`src/rtl/memory_access_stage.sv`:
```
// DLX MEM stage: runs loads/stores against the data RAM over a req/ready
// handshake, formatting big-endian byte/half/word lanes and stalling until done.
module memory_access_stage #(
  parameter int N           = 32,
  parameter int ADDR_W      = 32,
  parameter int TIMEOUT_CYC = 16
) (
  input  logic              clk,
  input  logic              rst,
  input  logic              mem_op_valid,
  input  logic              mem_we,
  input  logic [1:0]        mem_size,
  input  logic              mem_unsigned,
  input  logic [ADDR_W-1:0] addr_in,
  input  logic [N-1:0]      store_data,
  input  logic [N-1:0]      alu_result_in,
  output logic [N-1:0]      data_from_memory,
  output logic [N-1:0]      data_from_alu,
  output logic              stall,
  output logic              misaligned_exc,
  output logic              bus_err,
  output logic              ram_req,
  output logic              ram_we,
  output logic [ADDR_W-1:0] ram_addr,
  output logic [3:0]        ram_be,
  output logic [N-1:0]      ram_wdata,
  input  logic [N-1:0]      ram_rdata,
  input  logic              ram_ready,
  output logic [1:0]        dbg_state
);

  if (N != 32) begin : g_bad_width
    $error("memory_access_stage: N must be 32");
  end

  // RAM handshake: ram_req rises with a stable we/addr/be/wdata set and holds
  // until the cycle ram_ready=1 (transfer completes) or the timeout aborts it.
  typedef enum logic [1:0] {IDLE = 2'd0, ACCESS = 2'd1, DONE = 2'd2} state_t;

  localparam int CW = (TIMEOUT_CYC > 2) ? $clog2(TIMEOUT_CYC) : 1;
  localparam logic [CW-1:0] CNT_MAX = CW'(TIMEOUT_CYC - 1);

  state_t        state;
  logic [CW-1:0] cnt;
  logic [1:0]    off_q;
  logic [1:0]    size_q;
  logic          uns_q;

  logic [1:0]    off;
  logic          aligned;
  logic [3:0]    be_fmt;
  logic [N-1:0]  wdata_fmt;
  logic [7:0]    byte_lane;
  logic [15:0]   half_lane;
  logic [N-1:0]  load_fmt;

  assign off       = addr_in[1:0];
  assign dbg_state = state;

  always_comb begin
    aligned   = 1'b1;
    be_fmt    = 4'b1111;
    wdata_fmt = store_data;
    case (mem_size)
      2'b00: begin
        be_fmt    = 4'b1000 >> off;
        wdata_fmt = {4{store_data[7:0]}};
      end
      2'b01: begin
        aligned   = ~off[0];
        be_fmt    = off[1] ? 4'b0011 : 4'b1100;
        wdata_fmt = {2{store_data[15:0]}};
      end
      default: aligned = (off == 2'b00);
    endcase
  end

  // Reset gates stall directly so the pipeline is released before the next edge.
  assign stall = rst & (((state == IDLE) & mem_op_valid & aligned) | (state == ACCESS));

  always_comb begin
    byte_lane = ram_rdata[8*(3-int'(off_q)) +: 8];
    half_lane = off_q[1] ? ram_rdata[15:0] : ram_rdata[31:16];
    load_fmt  = ram_rdata;
    case (size_q)
      2'b00:   load_fmt = uns_q ? {24'd0, byte_lane} : {{24{byte_lane[7]}}, byte_lane};
      2'b01:   load_fmt = uns_q ? {16'd0, half_lane} : {{16{half_lane[15]}}, half_lane};
      default: load_fmt = ram_rdata;
    endcase
  end

  always_ff @(posedge clk or negedge rst) begin
    if (!rst) begin
      state            <= IDLE;
      cnt              <= '0;
      off_q            <= '0;
      size_q           <= '0;
      uns_q            <= 1'b0;
      data_from_memory <= '0;
      data_from_alu    <= '0;
      misaligned_exc   <= 1'b0;
      bus_err          <= 1'b0;
      ram_req          <= 1'b0;
      ram_we           <= 1'b0;
      ram_addr         <= '0;
      ram_be           <= '0;
      ram_wdata        <= '0;
    end else begin
      misaligned_exc <= 1'b0;
      bus_err        <= 1'b0;
      if (!stall) data_from_alu <= alu_result_in;
      case (state)
        IDLE: begin
          if (mem_op_valid) begin
            if (aligned) begin
              off_q     <= off;
              size_q    <= mem_size;
              uns_q     <= mem_unsigned;
              ram_req   <= 1'b1;
              ram_we    <= mem_we;
              ram_addr  <= {addr_in[ADDR_W-1:2], 2'b00};
              ram_be    <= be_fmt;
              ram_wdata <= wdata_fmt;
              cnt       <= '0;
              state     <= ACCESS;
            end else begin
              misaligned_exc <= 1'b1;
            end
          end
        end
        ACCESS: begin
          if (ram_ready) begin
            ram_req <= 1'b0;
            if (!ram_we) data_from_memory <= load_fmt;
            state   <= DONE;
          end else if (cnt == CNT_MAX) begin
            ram_req <= 1'b0;
            bus_err <= 1'b1;
            state   <= DONE;
          end else begin
            cnt <= cnt + 1'b1;
          end
        end
        DONE:    state <= IDLE;
        default: state <= IDLE;
      endcase
    end
  end

endmodule

```
`config.mk`:
```
export PLATFORM = sky130hd
export DESIGN_NAME = memory_access_stage
export DESIGN_NICKNAME = d
export VERILOG_FILES = /design/src/rtl/memory_access_stage.sv
export SDC_FILE = /design/constraint.sdc
export NUM_CORES = 1
export LEC_CHECK = 0
export BUFFER_PORTS_ARGS = -buffer_cell sky130_fd_sc_hd__buf_2
export CORE_ASPECT_RATIO = 0.6
export CORE_MARGIN = 4
export CORE_UTILIZATION = 51
export DETAILED_ROUTE_END_ITERATION = 10
export PLACE_DENSITY = 0.81
export SLEW_MARGIN = 0
export SYNTH_ARGS = -nofsm -noshare
export SYNTH_HDL_FRONTEND = slang
export SYNTH_SLANG_ARGS = --single-unit
```
`constraint.sdc`:
```
create_clock -name clk -period 2.2 [get_ports clk]
set_input_delay 0.33 -clock clk [delete_from_list [all_inputs] [get_ports clk]]
set_output_delay 0.33 -clock clk [all_outputs]
set_load 0.1 [all_outputs]
```
==> run summary <==
The element type at the critical path end is an output pin. The top-level port count was 275; the number of max-slew violations in the final report was 0. The tools report the number of core rows as 34.

Power density over the cells: 1670 mW/mm². In this run the static leakage power is 0.00461 µW. TritonCTS built the clock tree. After synthesis the netlist holds a flip-flop and latch count of 145.

The maximum buffer depth of the clock tree is 2. The die span in y is 104 µm. For this run, the leading register cell type out of synthesis is sky130_fd_sc_hd__dfrtp_1. Commonest non-fill, non-tap cell in the layout: sky130_fd_sc_hd__buf_2. Routability-driven placement finished with a final weighted congestion of 0.874.

Counting every sink on the clock net gives 145. The die is 168 µm wide. Of the cells placed in the final design, the portion with a size suffix greater than 1 is 45.3%. The run gives 74 as the maximum number of pins on one net before global-route repair.

Counting distinct cell types in the post-synthesis netlist gives 52. Derived from the worst setup path, the maximum achievable clock frequency is 0.470 GHz. The largest fanout of any net on the critical path was 3; the count of flip-flops with a built-in enable after synthesis was 0. Once the floorplan was initialized, standard cells occupied 53.0% of the core.

Number of synthesis warnings: 0. Clock tree synthesis selected as its root buffer the cell sky130_fd_sc_hd__clkbuf_16. The most critical setup path has its endpoint at stall. The required time at the endpoint of the critical path is 1.87 ns. Setup repair after global routing left no endpoint under its margin. After detailed routing, the number of vias per cell comes to 5.99. Across the VDD grid, the largest voltage drop is 1920 µV.

Of all flip-flops after synthesis, the portion carrying an async set or reset was 100%. The mean instance size in the synthesized netlist came out at 10.7 µm². The startpoint identified for the worst register-to-register timing path is dbg_state[0].

The worst hold slack across all endpoints was 0.152 ns; the number of placed cells counting well taps was 1164. The class of the tightest hold or removal check was in -> reg. The clock arrives with 0.0118 ns of skew.

The number of cells on the worst reg-to-reg path is 4. For the core area, the log shows 0.0148 mm². Input and output buffers added on the ports amount to 272. The final non-filler cell total is 1203.

The residual antenna-violating net count after detailed routing came out at 0. STA classifies the critical path startpoint as a flop. The clock tree synthesis step divided the H-tree into 4 levels. The logs give 6892 for the via count of the first global-routing pass and 1158 for the number of fill cells in the layout. In the finished design, the share of the clock period the worst path needs comes to 96.7%.

The repair_antennas step left the layout with diodes totalling 0. At the worst endpoint, the arrival time is 1.80 ns. The library cells used most frequently in the layout, excluding fill and tap cells, are sky130_fd_sc_hd__buf_2, sky130_fd_sc_hd__dfrtp_1, sky130_fd_sc_hd__mux2_2, sky130_fd_sc_hd__buf_4, sky130_fd_sc_hd__nor2b_1. At the end of the flow the core is filled with cells to 69.1%.

The total standard cell area after synthesis was 0.00782 mm²; the number of buffers created by CTS was 17. Synthesis produced a netlist whose cell count is 732. Portion of the post-synthesis area used by sequential elements: 46.4%. The design draws 17100 µW. Across the run, the number of max-cap violations was 0. The run gives 2 as the initial antenna violation count. Post-detailed-route wirelength per cell: 20.3 µm.

Headroom to the max-slew limit came out at 59.5%. The run finished with clean final reports. For flop-to-flop paths, the worst setup slack is 0.11 ns. The time the worst path needs with I/O delays and setup was 2.13 ns; the clock latency reported for the late side of the worst-skew pair was 0.41 ns.

The DRC violation count after routing came out at 0. Clock-pin slew was measured on the worst setup and hold paths at 0.07 ns. Setup violations remaining at the end of the flow were counted as 0. The pre-antenna-repair detailed-routing pass consisted of 5 iterations. Tracing the worst setup path back leads to its startpoint at dbg_state[1]. In this run the critical register-to-register path is captured at ram_addr[4].

For the final number of hold-violating endpoints, the log shows 0. At the pin with the least slew margin, the transition time is 0.607 ns. Summing over every cut layer, the via total after detailed routing is 7201. Number of nets in the layout: 1129. The first global-routing pass estimated 38.5 mm of wire. The die covers 0.0174 mm². Global routing used 27.1% of the available tracks across all layers. The final wirelength is 24.4 mm, and the layout overhead on the synthesized area is 30.4%. The logs give 0 for the final global-route overflow total and 17.4 mm for the half-perimeter wire length after detailed placement. The type of the worst setup path is reg -> out. For this block, the initial DRC count from the detailed router was 649.
[where the power goes]
part | switching, µW | total [µW] | internal, µW
logic | 8120 | 9920 | 1790
clock network | 1300 | 2920 | 1620
registers | 643 | 4220 | 3580
[critical path: stages, from the launching register on]
cell,delay (ns)
sky130_fd_sc_hd__dfrtp_4,0.50
sky130_fd_sc_hd__buf_12,0.14
sky130_fd_sc_hd__nor3b_4,0.24
sky130_fd_sc_hd__o21ai_2,0.12
sky130_fd_sc_hd__a21boi_4,0.20
sky130_fd_sc_hd__buf_12,0.20
[what timing repair did]
item | 4_1_cts | 5_1_grt
pin swaps | 2 | 2
endpoints found under the hold margin | 19 | 0
cloned | 0 | 0
gates resized for setup | 2 | 4
buffers inserted | 2 | 5
hold buffers | 1 | 0
setup endpoints to repair | 1 | 1
[worst min path at each step]
stage | to | slack, ns | startpoint | cells past startpoint
6_report | ram_addr[23] | 0.15 | addr_in[23] | 2
5_1_grt | ram_addr[24] | 0.13 | addr_in[24] | 2
4_1_cts | ram_addr[23] | 0.14 | addr_in[23] | 2
3_5_place_dp | data_from_alu[10] | 0.31 | rst | 1
3_3_place_gp | data_from_alu[10] | 0.32 | rst | 1
2_1_floorplan | bus_err | 0.03 | rst | 0
[logic make-up after synthesis]
family                     share of synthesized area (%)
AOI/OAI and AO/OA                                   14.9
xor gates and xnor gates                           0.112
adders and majority gates                          0.160
buffers and inverters                               4.83
DFF                                                 46.4
muxes                                               15.7
other                                             0.0480
and+or+nand+nor                                     17.8
[state kept, by name, indices dropped and copies added (netlist names)]
register          count
ram_req               1
cnt                   4
ram_we                1
dbg_state             2
off_q                 2
ram_wdata            32
bus_err               1
misaligned_exc        1
ram_addr             30
ram_be                4
data_from_memory     32
size_q                2
data_from_alu        32
uns_q                 1
[area by class of cell]
class / instances / area, µm² / share of cell area (%)
multi-input combinational: 504 / 3870 / 38.0
sequential: 145 / 3640 / 35.7
timing repair buffer: 321 / 1830 / 17.9
clock buffer: 17 / 425 / 4.17
tap: 198 / 248 / 2.43
clock inverter: 15 / 171 / 1.68
inverter: 3 / 11.3 / 0.110
[cell usage after synthesis (7+ instances only)]
cell / number / area [µm²]
sky130_fd_sc_hd__a21oi_1: 30 / 150
sky130_fd_sc_hd__a221oi_1: 7 / 61.3
sky130_fd_sc_hd__a311oi_1: 33 / 289
sky130_fd_sc_hd__a31oi_1: 9 / 56.3
sky130_fd_sc_hd__and2_1: 9 / 56.3
sky130_fd_sc_hd__and4b_1: 32 / 320
sky130_fd_sc_hd__buf_2: 8 / 40.0
sky130_fd_sc_hd__clkbuf_1: 63 / 236
sky130_fd_sc_hd__dfrtp_1: 145 / 3630
sky130_fd_sc_hd__mux2_2: 88 / 991
sky130_fd_sc_hd__mux2i_1: 18 / 180
sky130_fd_sc_hd__nand2_1: 20 / 75.1
sky130_fd_sc_hd__nand2b_1: 10 / 62.6
sky130_fd_sc_hd__nand3_1: 32 / 160
sky130_fd_sc_hd__nand4_1: 32 / 200
sky130_fd_sc_hd__nor2_1: 31 / 116
sky130_fd_sc_hd__nor2b_1: 34 / 213
sky130_fd_sc_hd__nor3b_1: 8 / 60.1
sky130_fd_sc_hd__o2111ai_1: 32 / 280
sky130_fd_sc_hd__o21ai_0: 21 / 105
sky130_fd_sc_hd__o22ai_1: 17 / 106
[routing by layer]
metal,up-vias,GRT usage [%],share of wire [%]
li1,3340,-,-
met1,3465,40.1,44
met2,372,40.5,45
met3,20,7.06,9.7
met4,4,5.21,0.85
met5,-,0,0.10
[metrics by stage]
stage	instance area, µm²	worst slack [ns]	setup TNS, ns
after detailed placement	9510	0.286	0
after global routing	10200	0.0184	0
after global placement	9510	0.325	0
final	10200	0.0729	0
after floorplan	7870	-0.147	-0.147
after CTS	10100	0.0185	0
Note: power is estimated with default switching activity, not from simulation.
